File: src/rtl/f1_pkg.sv
// Shared definitions for the F1 start-light sequencer and light FSM.
// State encoding, light count and LFSR constants.
package f1_pkg;

  typedef enum logic [1:0] {
    IDLE  = 2'd0,
    COUNT = 2'd1,
    HOLD  = 2'd2
  } seq_state_t;

  localparam int         NUM_LIGHTS = 8;
  localparam logic [6:0] LFSR_SEED  = 7'h01;
  localparam logic [6:0] LFSR_TAPS  = 7'h60;

endpackage

File: src/rtl/f1_sequencer_lfsr7.sv
// Free-running 7-bit Fibonacci LFSR, x^7+x^6+1.
// Seeded non-zero on reset, so it never locks up at 0.
module lfsr7
  import f1_pkg::*;
(
  input  logic       clk,
  input  logic       rst,
  output logic [6:0] q
);

  logic [6:0] q_q;
  logic [6:0] q_d;

  // Shift left, feed back the XOR of the tapped bits.
  always_comb begin
    q_d = {q_q[5:0], ^(q_q & LFSR_TAPS)};
  end

  // Advance every cycle in every state.
  always_ff @(posedge clk or posedge rst) begin
    if (rst) q_q <= LFSR_SEED;
    else     q_q <= q_d;
  end

  assign q = q_q;

endmodule

File: src/rtl/f1_sequencer.sv
// Strobe generator for the F1 start-light FSM.
// Lights on one per tick, random hold, then one lights-out strobe.
module f1_sequencer #(
  parameter int CNT_W      = 16,
  parameter int NUM_LIGHTS = f1_pkg::NUM_LIGHTS,
  parameter int LFSR_W     = 7
) (
  input  logic              clk,
  input  logic              rst,
  input  logic              trigger,
  input  logic [CNT_W-1:0]  n,
  output logic              en,
  output logic              lights_out,
  output logic              busy,
  output logic [LFSR_W-1:0] delay_ticks
);

  import f1_pkg::*;

  localparam int LW = $clog2(NUM_LIGHTS + 1);

  seq_state_t        state_q, state_d;
  logic [CNT_W-1:0]  cnt_q, cnt_d;
  logic [LW-1:0]     lights_q, lights_d;
  logic [LFSR_W-1:0] dly_q, dly_d;
  logic [LFSR_W-1:0] dtk_q, dtk_d;
  logic [6:0]        lfsr;
  logic              tick;
  logic              last;

  lfsr7 u_lfsr (
    .clk (clk),
    .rst (rst),
    .q   (lfsr)
  );

  assign tick = (state_q != IDLE) && (cnt_q == '0);
  assign last = (state_q == HOLD) && (dly_q == LFSR_W'(1));

  assign en          = tick && ((state_q == COUNT) || last);
  assign lights_out  = tick && last;
  assign busy        = (state_q != IDLE);
  assign delay_ticks = dtk_q;

  // Next-state: period counter, light count, hold countdown.
  always_comb begin
    state_d  = state_q;
    cnt_d    = cnt_q;
    lights_d = lights_q;
    dly_d    = dly_q;
    dtk_d    = dtk_q;
    if (state_q != IDLE) begin
      cnt_d = tick ? n : cnt_q - CNT_W'(1);
    end
    case (state_q)
      IDLE: begin
        if (trigger) begin
          state_d  = COUNT;
          cnt_d    = n;
          lights_d = '0;
        end
      end
      COUNT: begin
        if (tick) begin
          lights_d = lights_q + LW'(1);
          if (lights_q == LW'(NUM_LIGHTS - 1)) begin
            state_d = HOLD;
            dly_d   = LFSR_W'(lfsr);
            dtk_d   = LFSR_W'(lfsr);
          end
        end
      end
      HOLD: begin
        if (tick) begin
          dly_d = dly_q - LFSR_W'(1);
          if (last) begin
            state_d = IDLE;
            dtk_d   = '0;
          end
        end
      end
      default: state_d = IDLE;
    endcase
  end

  // State registers; reset returns to IDLE at once.
  always_ff @(posedge clk or posedge rst) begin
    if (rst) begin
      state_q  <= IDLE;
      cnt_q    <= '0;
      lights_q <= '0;
      dly_q    <= '0;
      dtk_q    <= '0;
    end else begin
      state_q  <= state_d;
      cnt_q    <= cnt_d;
      lights_q <= lights_d;
      dly_q    <= dly_d;
      dtk_q    <= dtk_d;
    end
  end

endmodule

File: config.mk
export PLATFORM = sky130hd
export DESIGN_NAME = f1_sequencer
export DESIGN_NICKNAME = d
export VERILOG_FILES = /design/src/rtl/f1_pkg.sv /design/src/rtl/f1_sequencer_lfsr7.sv /design/src/rtl/f1_sequencer.sv
export SDC_FILE = /design/constraint.sdc
export NUM_CORES = 1
export LEC_CHECK = 0
export ABC_AREA = 0
export BUFFER_PORTS_ARGS = -buffer_cell sky130_fd_sc_hd__buf_2
export CORE_MARGIN = 10
export CORE_UTILIZATION = 52
export DETAILED_ROUTE_END_ITERATION = 7
export PLACE_DENSITY = 0.8
export SLEW_MARGIN = 5
export SYNTH_ARGS = -nofsm -noshare
export SYNTH_HDL_FRONTEND = slang
export SYNTH_HIERARCHICAL = 1
export SYNTH_SLANG_ARGS = --single-unit
File: constraint.sdc
create_clock -name clk -period 3.35 [get_ports clk]
set_clock_uncertainty 0.2 [all_clocks]
set_input_delay 0.335 -clock clk [delete_from_list [all_inputs] [get_ports clk]]
set_output_delay 0.335 -clock clk [all_outputs]
set_load 0.03 [all_outputs]
==> results of run 1 <==
per-stage QoR:
stage / total power (uW) / cells / setup slack (ns) / cell area (um^2)
6_report: 1200 / 327 / 0.305 / 2600
5_1_grt: 1280 / 327 / 0.125 / 2600
4_1_cts: 1220 / 327 / 0.300 / 2600
3_5_place_dp: 866 / 318 / 0.469 / 2490
3_3_place_gp: 857 / 318 / 0.595 / 2490
2_1_floorplan: 807 / 252 / 0.638 / 2370
power groups by stage:
stage               logic [uW]  clock network [uW]  registers (uW)
detailed placement         192                   0             673
global placement           187                   0             670
CTS                        193                 360             664
global route               222                 375             679
floorplan                  154                   0             653
finish                     192                 347             666
layout make-up:
cell class | count | area, um^2
Fill cell | 388 | 1790
Clock buffer | 5 | 68.8
Timing Repair Buffer | 32 | 173
Sequential cell | 43 | 1080
Inverter | 10 | 37.5
Tap cell | 52 | 65.1
Multi-Input combinational cell | 182 | 1150
Clock inverter | 3 | 26.3
metal layers:
layer	track usage [%]	vias to the layer above	part of all wire [%]
met3	3.84	5	5.4
met5	0	-	0
met1	19.6	936	49
li1	-	965	-
met4	5.22	0	1.1
met2	21.1	46	45
cells by family after synthesis:
kind of cell / after synthesis / share of synthesized area [%]
buffers and inverters: 27 / 5.92
XOR/XNOR: 2 / 0.740
adder cells (fa/ha/maj): 4 / 2.12
flip-flops: 43 / 45.5
AO/OA/AOI/OAI: 74 / 23.0
multiplexers: 3 / 1.43
AND/OR/NAND/NOR: 99 / 21.3
what timing repair did:
| item | CTS | global route |
|---|---|---|
| endpoints found under the hold margin | 43 | 0 |
| hold buffers | 1 | 0 |
| setup endpoints to repair | 0 | 0 |
| gates resized for setup | 0 | 0 |
cell usage after synthesis (all sizes together), types with 2 or more instances:
cell type | count | share of area (%)
mux2 | 3 | 1.4
a31oi | 3 | 0.79
nand2b | 5 | 1.3
a311oi | 2 | 0.74
nor2 | 24 | 3.8
or3 | 6 | 1.6
buf | 9 | 3.1
dfrtp | 42 | 44
nor3b | 2 | 0.85
nand2 | 26 | 4.1
a21oi | 16 | 4.0
ha | 4 | 2.1
a22o | 10 | 3.7
a211o | 2 | 0.74
clkbuf | 8 | 1.3
or4 | 2 | 0.63
nand4 | 3 | 0.79
inv | 10 | 1.6
nor4 | 4 | 1.3
nand3 | 4 | 0.85
and3 | 2 | 0.53
nor3 | 15 | 3.6
nor2b | 2 | 0.53
o22ai | 6 | 1.6
o21ai | 15 | 3.8
a211oi | 5 | 2.1
o211ai | 2 | 0.63
flip-flops by register name, summed over array words and instances, names as in the netlist:
register / count
cnt_q: 16
delay_ticks: 7
dly_q: 7
u_lfsr/q: 7
lights_q: 4
state_q: 2
worst max-delay path by stage:
stage	end	depth (start not counted)
5_1_grt	lights_out	7
3_5_place_dp	delay_ticks[3]	7
2_1_floorplan	lights_out	7
4_1_cts	lights_out	7
6_report	lights_out	7
3_3_place_gp	delay_ticks[5]	7
==> results.md, run 1 <==
- Status: finished, final reports clean
- Cts bufs inserted: 5
- Max cap viols: 0
- Routed len/inst: 16.0 um
- Switching Fraction: 30.3%
- Crit path max-delay family: simple AND/OR/NAND/NOR gates
- Vias in the first global route: 1883
- WP buf/inv: 2
- CTS Buffer Depth: 2
- DR iter-0 viols: 117
- Worst hold endpoint: cnt_q[1]
- # port buffers: 28
- DIE HEIGHT: 87.5 um
- Syn Nets: around 280
- Max IR drop VDD: 0.000332 V
- Crit path kind: flop to output port
- Commonest non-fill, non-tap cell in the layout: dfrtp_1
- Detailed placer's ending HPWL: 3.82 mm
- Final wirelength: 5.23 mm
- Post-layout minimum cycle time: 3.04 ns
- CP max FO: 12
- Post-CTS setup buffer count: 0
- Pint: 839 uW
- Asr flop ratio synth: 100%
- I/O pin cnt: 29
- FP Rows: 24
- Drt first pass iters: 4
- Layout Area Growth over Synthesis: 9.73%
- Warnings from Yosys: 6
- Avg Cell Area, Syn: 9.39 um^2
- Synth Register Bits: 43
- Global Route Usage Sum: ~14%
- Remaining global-route overflow: 0
- Clock-pin transition on the worst setup and hold timing paths: 0.08 ns
- Initial antenna violation count: 0
- # DRC: 0
- Worst skew pair latency: 0.30 ns
- Critical path origin: cnt_q[0]
- Final #Nets: slightly below 300
- Reg2reg end: delay_ticks[3]
- Initial Util: 54.0%
- Register area share after synthesis: a little under half
- CP arrival: about 2.5 ns
- R2r worst-path depth: 7
- Vias per inst: 5.97
- Worst Setup Start Kind: flop
- CP Capture Type: output port
- Number of cells on the worst hold path: 2
- Tcrit/Tclk final: 90.9%
- Share of layout cells above drive strength 1: 20.4%
- Critical-path top delay cell: dfrtp_1
- Syn Inst Count: 252
- Layout Utilization: about three fifths
- Pwr dens: between 400 and 500 mW/mm^2
- Core Footprint: roughly 0.0044 mm^2
- RR Startpoint: cnt_q[0]
- Commonest cells after routing, fill and taps aside: dfrtp_1, buf_2, nand2_1
- Die area: around 0.0076 mm^2
- Reg power frac: 55.3%
- Number of setup violations in the final report: 0
- Hold path startpoint: n[1]
- Final Hold Vio Count: 0
- NetSw: ~370 uW
- Hold WS: between 0.06 and 0.07 ns
- Largest net degree at the start of global routing: 37
- Clock sinks: 43
- Post-synth EDFFs: 0
- Ant diodes: 0
- Fin. max-slew vios: 0
- Via count: 1952
- LEAKAGE: 0.00115 uW
- Yosys cell types: 57
- Root buf cell: clkbuf_8
- Die W: 87.5 um
- Comb pwr share: 15.9%
- Slew HR: 49.7%
- WP data required: 2.81 ns
- Flop2flop setup slack: approximately 0.50 ns
- Placer congestion estimate: 0.832
- Crit-path cells: inv_1 > ha_1 > nor3b_2 > and4_1 > nand2_1 > nor3_1 > buf_2
- Unrepaired setup endpoints after global routing: false
- Synth Flop Type: dfrtp_1
- Max Fclk: approximately 0.33 GHz
- Slew @ Worst Pin: 0.755 ns
- Number of H-tree levels: 2
- Setup TNS: 0 ns
- CTS tree: yes
- Clock Power Share: 28.8%
- Routed Antenna Nets: 0
- Post-Syn Area: 0.00237 mm^2
- First-pass GRT wire length: 8.89 mm
- Largest stage delay, worst path: 0.42 ns
- Worst min-delay path category: input pin to flop
Note: power is estimated with default switching activity, not from simulation.
==> run 2, diff against run 1 <==
ABC_AREA = 1   (was 0)
PLACE_DENSITY = 0.79   (was 0.8)
==> results.md, run 2 <==
- Most used cell, CP: nand2_1
- Vias in the first global route: 2169 (+15%)
- CP Capture Type: output port
- Fillers: 422 (+8.8%)
- # port buffers: 28 (unchanged)
- Register area share after synthesis: 43.6% (-1.9 points)
- Setup TNS: 0 ns (unchanged)
- Status: finished, final reports clean
- Largest net degree at the start of global routing: 21 (-43%)
- Crit path kind: flop to output port
- NetSw: 405 uW (+11%)
- Root buf cell: clkbuf_8
- Max IR drop VDD: 0.000240 V (-28%)
- Post-CTS Resized: 0 (unchanged)
- Switching Fraction: 29.1% (-1.3 points)
- Commonest non-fill, non-tap cell in the layout: nand2_1
- Detailed placer's ending HPWL: 4.26 mm (+11%)
- Drt first pass iters: 4 (unchanged)
- I/O pin cnt: 29 (unchanged)
- Crit-path cells: inv_1 > ha_1 > nand2_1 > nor2_1 > nand2_1 > nor3b_2 > nand2_1 > a21oi_1 > buf_2
- DIE HEIGHT: 88.9 um (+1.7%)
- Syn Inst Count: 331 (+31%)
- Largest area contributor in the netlist: dfrtp_1
- Share of layout cells above drive strength 1: 14.2% (-6.2 points)
- First-pass GRT wire length: 9.74 mm (+9.5%)
- Routed len/inst: 13.5 um (-15%)
- Post-Syn Area: 0.00247 mm^2 (+4.4%)
- Max cap viols: 0 (unchanged)
- Slew HR: 53.2% (+3.6 points)
- Tcrit/Tclk final: 79.7% (-11 points)
- Die area: 0.00791 mm^2 (+3.4%)
- Post-synth top cells: nand2_1, inv_1, dfrtp_1
- # DRC: 0 (unchanged)
- Asr flop ratio synth: 100% (unchanged)
- Largest stage delay, worst path: 0.40 ns (-0.02 ns)
- Comb pwr share: 19.0% (+3.1 points)
- Slew @ Worst Pin: 0.701 ns (-0.0544 ns)
- Avg Cell Area, Syn: 7.46 um^2 (-21%)
- Vias per inst: 5.30 (-11%)
- Top-count cell post-synth: nand2_1
- Register Area: 0.00108 mm^2 (unchanged)
- Remaining global-route overflow: 0 (unchanged)
- Worst Setup Start Kind: flop
- Clock sinks: 43 (unchanged)
- Clock Power Share: 34.1% (+5.3 points)
- LEAKAGE: 0.00139 uW (+21%)
- Critical-path top delay cell: dfrtp_1
- Placer congestion estimate: 0.889 (+7.0%)
- Initial Util: 53.0% (-0.97 points)
- Worst skew pair latency: 0.29 ns (about the same)
- Ant diodes: 0 (unchanged)
- Pint: 988 uW (+18%)
- Final wirelength: 5.59 mm (+6.8%)
- Largest register FFs: 16 (unchanged)
- WP data required: 2.81 ns (about the same)
- Synth top area share: 42.6% (-1.9 points)
- Die W: 88.9 um (+1.7%)
- Syn Nets: 354 (+29%)
- Total power: 1390 uW (+16%)
- Number of H-tree levels: 2 (unchanged)
- CTS Buffer Depth: 2 (unchanged)
- Fin. max-slew vios: 0 (unchanged)
- Most flops, register: cnt_q
- Worst min-delay path category: input pin to flop
- Unrepaired setup endpoints after global routing: false
- Global Route Usage Sum: 15.5% (+1.2 points)
- Max Fclk: 0.375 GHz (+14%)
- Warnings from Yosys: 6 (unchanged)
- Final Hold Vio Count: 0 (unchanged)
- Core Footprint: 0.00466 mm^2 (+6.3%)
- Initial antenna violation count: 0 (unchanged)
- Final #Nets: 381 (+28%)
- Cts bufs inserted: 5 (unchanged)
- Reg power frac: 46.8% (-8.5 points)
- Routed Antenna Nets: 0 (unchanged)
- CP max FO: 4 (-8)
- Post-layout minimum cycle time: 2.67 ns (-0.376 ns)
- DR iter-0 viols: 99 (-15%)
- Commonest cells after routing, fill and taps aside: nand2_1, inv_1, dfrtp_1
- FP Rows: 25 (+4.2%)
- Post-synth EDFFs: 0 (unchanged)
- Pwr dens: 504 mW/mm^2 (+8.7%)
- Layout Area Growth over Synthesis: 11.9%
- Via count: 2190 (+12%)
- Synth Flop Type: dfrtp_1
- Clock-pin transition on the worst setup and hold timing paths: 0.08 ns (about the same)
- CP arrival: 2.13 ns (-0.38 ns)
- Multi-input gate area: 0.00115 mm^2 (+0.55%)
- Synth area leaders: dfrtp_1, nand2_1, nand3_1
- CTS tree: yes
- Synth Register Bits: 43 (unchanged)
- Number of setup violations in the final report: 0 (unchanged)
- Yosys cell types: 30 (-47%)
[run 2: per-stage QoR]
step                      utilization [%]  hold WS, ns  setup slack [ns]  area [um^2]  cells
after floorplan                         -      -0.0623              1.06         2470    331
after global placement               56.2       0.0759              1.08         2620    404
after detailed placement             56.2       0.0717             0.954         2620    404
after CTS                            59.3       0.0345             0.674         2760    413
after global routing                 59.3       0.0368             0.456         2760    413
final                                59.3       0.0424             0.681         2760    413
[run 2: power by group through the flow]
| stage | clock network [uW] | registers, uW | logic, uW |
|---|---|---|---|
| after floorplan | 0 | 642 | 210 |
| after global placement | 0 | 658 | 255 |
| after detailed placement | 0 | 662 | 263 |
| after CTS | 489 | 652 | 267 |
| after global routing | 511 | 665 | 316 |
| final | 475 | 653 | 265 |
[run 2: path summary, 6_finish.rpt]
kind / from / end / slack (ns) / cells past startpoint
setup reg to reg: cnt_q[0] / delay_ticks[0] / 0.95 / 9
hold / removal: n[7] / cnt_q[7] / 0.04 / 3
max in group asynchronous: rst / dly_q[4] / 1.73 / 4
min in group asynchronous: rst / u_lfsr/q[6] / 0.30 / 3
hold reg to reg: u_lfsr/q[1] / u_lfsr/q[2] / 0.18 / 0
setup / recovery: cnt_q[0] / en / 0.68 / 9
[run 2: cells by family (layout without fill, tap and decap cells)]
group	count (synthesis)	after routing	share of synthesized area, %
compound gates	55	55	12.5
fa+ha+maj	4	4	2.03
simple gates	167	167	30.1
flops	43	43	43.6
xor+xnor	6	6	2.13
buf+inv	56	84	9.62
[run 2: worst max-delay path: cells and delay by family (launching register included)]
kind / cells / cell delay [ns]
fa+ha+maj: 1 / 0.21
flops: 1 / 0.40
simple gates: 5 / 0.78
compound gates: 1 / 0.16
buf+inv: 2 / 0.29
[run 2: repair_timing]
action | 4_1_cts | 5_1_grt
hold buffers | 1 | 0
setup endpoints to repair | 0 | 0
setup buffers | 0 | 0
hold endpoints to repair | 23 | 0
[run 2: cell type report]
class                   instances  area share (%)
flip-flops and latches         43            39.0
well taps                      54            2.45
repair buffers                 30            5.71
clock buffers                   6            2.63
clock inverters                 2            2.17
inverters                      46            6.25
multi-input cells             232            41.8
[run 2: metal layers]
layer	GRT usage (%)	routed length (um)
met5	0	0
met2	27.2	2840
met4	5.73	85
met1	17.9	2370
met3	3.65	292
==> run 3, diff against run 2 <==
clock period = 2.58 ns   (was 3.35 ns; I/O delays follow)
==> results.md, run 3 (synthesis results as in run 2) <==
- Via count: 2252 (+2.8%)
- Commonest cells after routing, fill and taps aside: nand2_1, inv_1, dfrtp_1
- CTS tree: yes
- Die W: 88.9 um (unchanged)
- Slew HR: 62.5% (+9.3 points)
- Number of setup violations in the final report: 0 (unchanged)
- Unrepaired setup endpoints after global routing: false
- Global Route Usage Sum: 15.9% (+0.36 points)
- Final #Nets: 394 (+3.4%)
- Max Fclk: 0.405 GHz
- Vias per inst: 5.29 (-0.31%)
- LEAKAGE: 0.00144 uW (+3.7%)
- Final wirelength: 5.84 mm (+4.5%)
- Crit path kind: flop to output port
- Worst skew pair latency: 0.30 ns (about the same)
- Number of H-tree levels: 2 (unchanged)
- Post-layout minimum cycle time: between 2 and 2.5 ns
- Slew @ Worst Pin: 0.562 ns (-0.138 ns)
- Worst min-delay path category: input pin to flop
- I/O pin cnt: 29 (unchanged)
- Core Footprint: 0.00466 mm^2 (unchanged)
- Max IR drop VDD: 0.000333 V (+39%)
- Root buf cell: clkbuf_8
- Clock-pin transition on the worst setup and hold timing paths: 0.09 ns (about the same)
- Routed len/inst: 13.7 um (+1.3%)
- Final Hold Vio Count: 0 (unchanged)
- DR iter-0 viols: 186 (+88%)
- Largest register FFs: 16 (unchanged)
- DIE HEIGHT: 88.9 um (unchanged)
- Layout Area Growth over Synthesis: 16.4%
- Most flops, register: cnt_q
- CTS Buffer Depth: 2 (unchanged)
- Tcrit/Tclk final: 95.7%
- Drt first pass iters: 4 (unchanged)
- WP data required: 2.12 ns (-0.69 ns)
- Status: finished, final reports clean
- Die area: 0.00791 mm^2 (unchanged)
- Worst Setup Start Kind: flop
- Largest net degree at the start of global routing: 37 (+76%)
- CP Capture Type: output port
- Detailed placer's ending HPWL: 4.26 mm (+0.11%)
- # port buffers: 28 (unchanged)
- Placer congestion estimate: 0.898 (+0.94%)
- Fin. max-slew vios: 0 (unchanged)
- Cts bufs inserted: 5 (unchanged)
- Setup TNS: 0 ns (unchanged)
- FP Rows: 25 (unchanged)
- Remaining global-route overflow: 0 (unchanged)
- Clock sinks: 43 (unchanged)
- Share of layout cells above drive strength 1: 15.9% (+1.7 points)
- CP max FO: 4 (unchanged)
- # DRC: 0 (unchanged)
- Hold WS: 0.00916 ns (-0.0332 ns)
- Routed Antenna Nets: 0 (unchanged)
- Ant diodes: 0 (unchanged)
- Commonest non-fill, non-tap cell in the layout: nand2_1
- Initial antenna violation count: 0 (unchanged)
- Initial Util: 53.0% (unchanged)
- Pwr dens: 606 mW/mm^2 (+20%)
- CP arrival: 2.01 ns (-0.12 ns)
- First-pass GRT wire length: 10.1 mm (+3.3%)
- Vias in the first global route: 2211 (+1.9%)
- Max cap viols: 0 (unchanged)
run 3: layout make-up:
type / instances / area, um^2
Fill cell: 413 / 1790
Multi-Input combinational cell: 232 / 1160
Sequential cell: 43 / 1080
Timing Repair Buffer: 43 / 280
Inverter: 46 / 173
Clock buffer: 5 / 68.8
Tap cell: 54 / 67.6
Clock inverter: 3 / 43.8
run 3: power by group:
group | leakage (uW) | internal, uW | switching (uW)
clock network | 0.0000581 | 289 | 251
registers | 0.000544 | 762 | 84.9
logic | 0.000835 | 143 | 212
total | 0.00144 | 1190 | 548
run 3: routing by layer:
metal | up-vias | part of all wire [%] | GRT usage, %
li1 | 1139 | - | -
met1 | 1052 | 44 | 19.7
met2 | 54 | 50 | 26.9
met3 | 7 | 4.8 | 3.46
met4 | 0 | 1.0 | 4.55
met5 | - | 0 | 0
run 3: metrics by stage:
stage                     std cells  setup WS [ns]  utilization [%]  total power [uW]  instance area, um^2
after floorplan                 331          0.364                -              1110                 2470
after global placement          405          0.378             56.4              1190                 2630
after detailed placement        405          0.291             56.4              1200                 2630
after CTS                       424         0.0233             61.2              1750                 2850
after global routing            426        0.00438             61.7              1860                 2870
final                           426          0.110             61.7              1740                 2870
run 3: worst max-delay path, cell delays in order, from the launching register on:
cell	delay [ns]
dfrtp_1	0.41
inv_1	0.08
ha_1	0.20
nand2_1	0.08
nor2_2	0.11
nand2_1	0.12
nor3b_2	0.27
nand2_2	0.14
nor2_1	0.10
buf_2	0.20
run 3: final timing paths:
kind	slack, ns	startpoint	cells past startpoint	endpoint
setup / recovery	0.11	cnt_q[0]	9	lights_out
hold / removal	0.009	n[2]	3	cnt_q[2]
setup reg to reg	0.29	cnt_q[0]	9	delay_ticks[0]
hold reg to reg	0.19	u_lfsr/q[4]	0	u_lfsr/q[5]
max in group asynchronous	1.44	rst	4	lights_q[3]
min in group asynchronous	0.22	rst	3	u_lfsr/q[6]
run 3: what timing repair did:
item                                    CTS  global route
gates resized for setup                   1             3
pin swaps                                 1             2
hold buffers                             10             0
endpoints found under the setup margin    2             2
setup buffers                             1             2
endpoints found under the hold margin    52             0
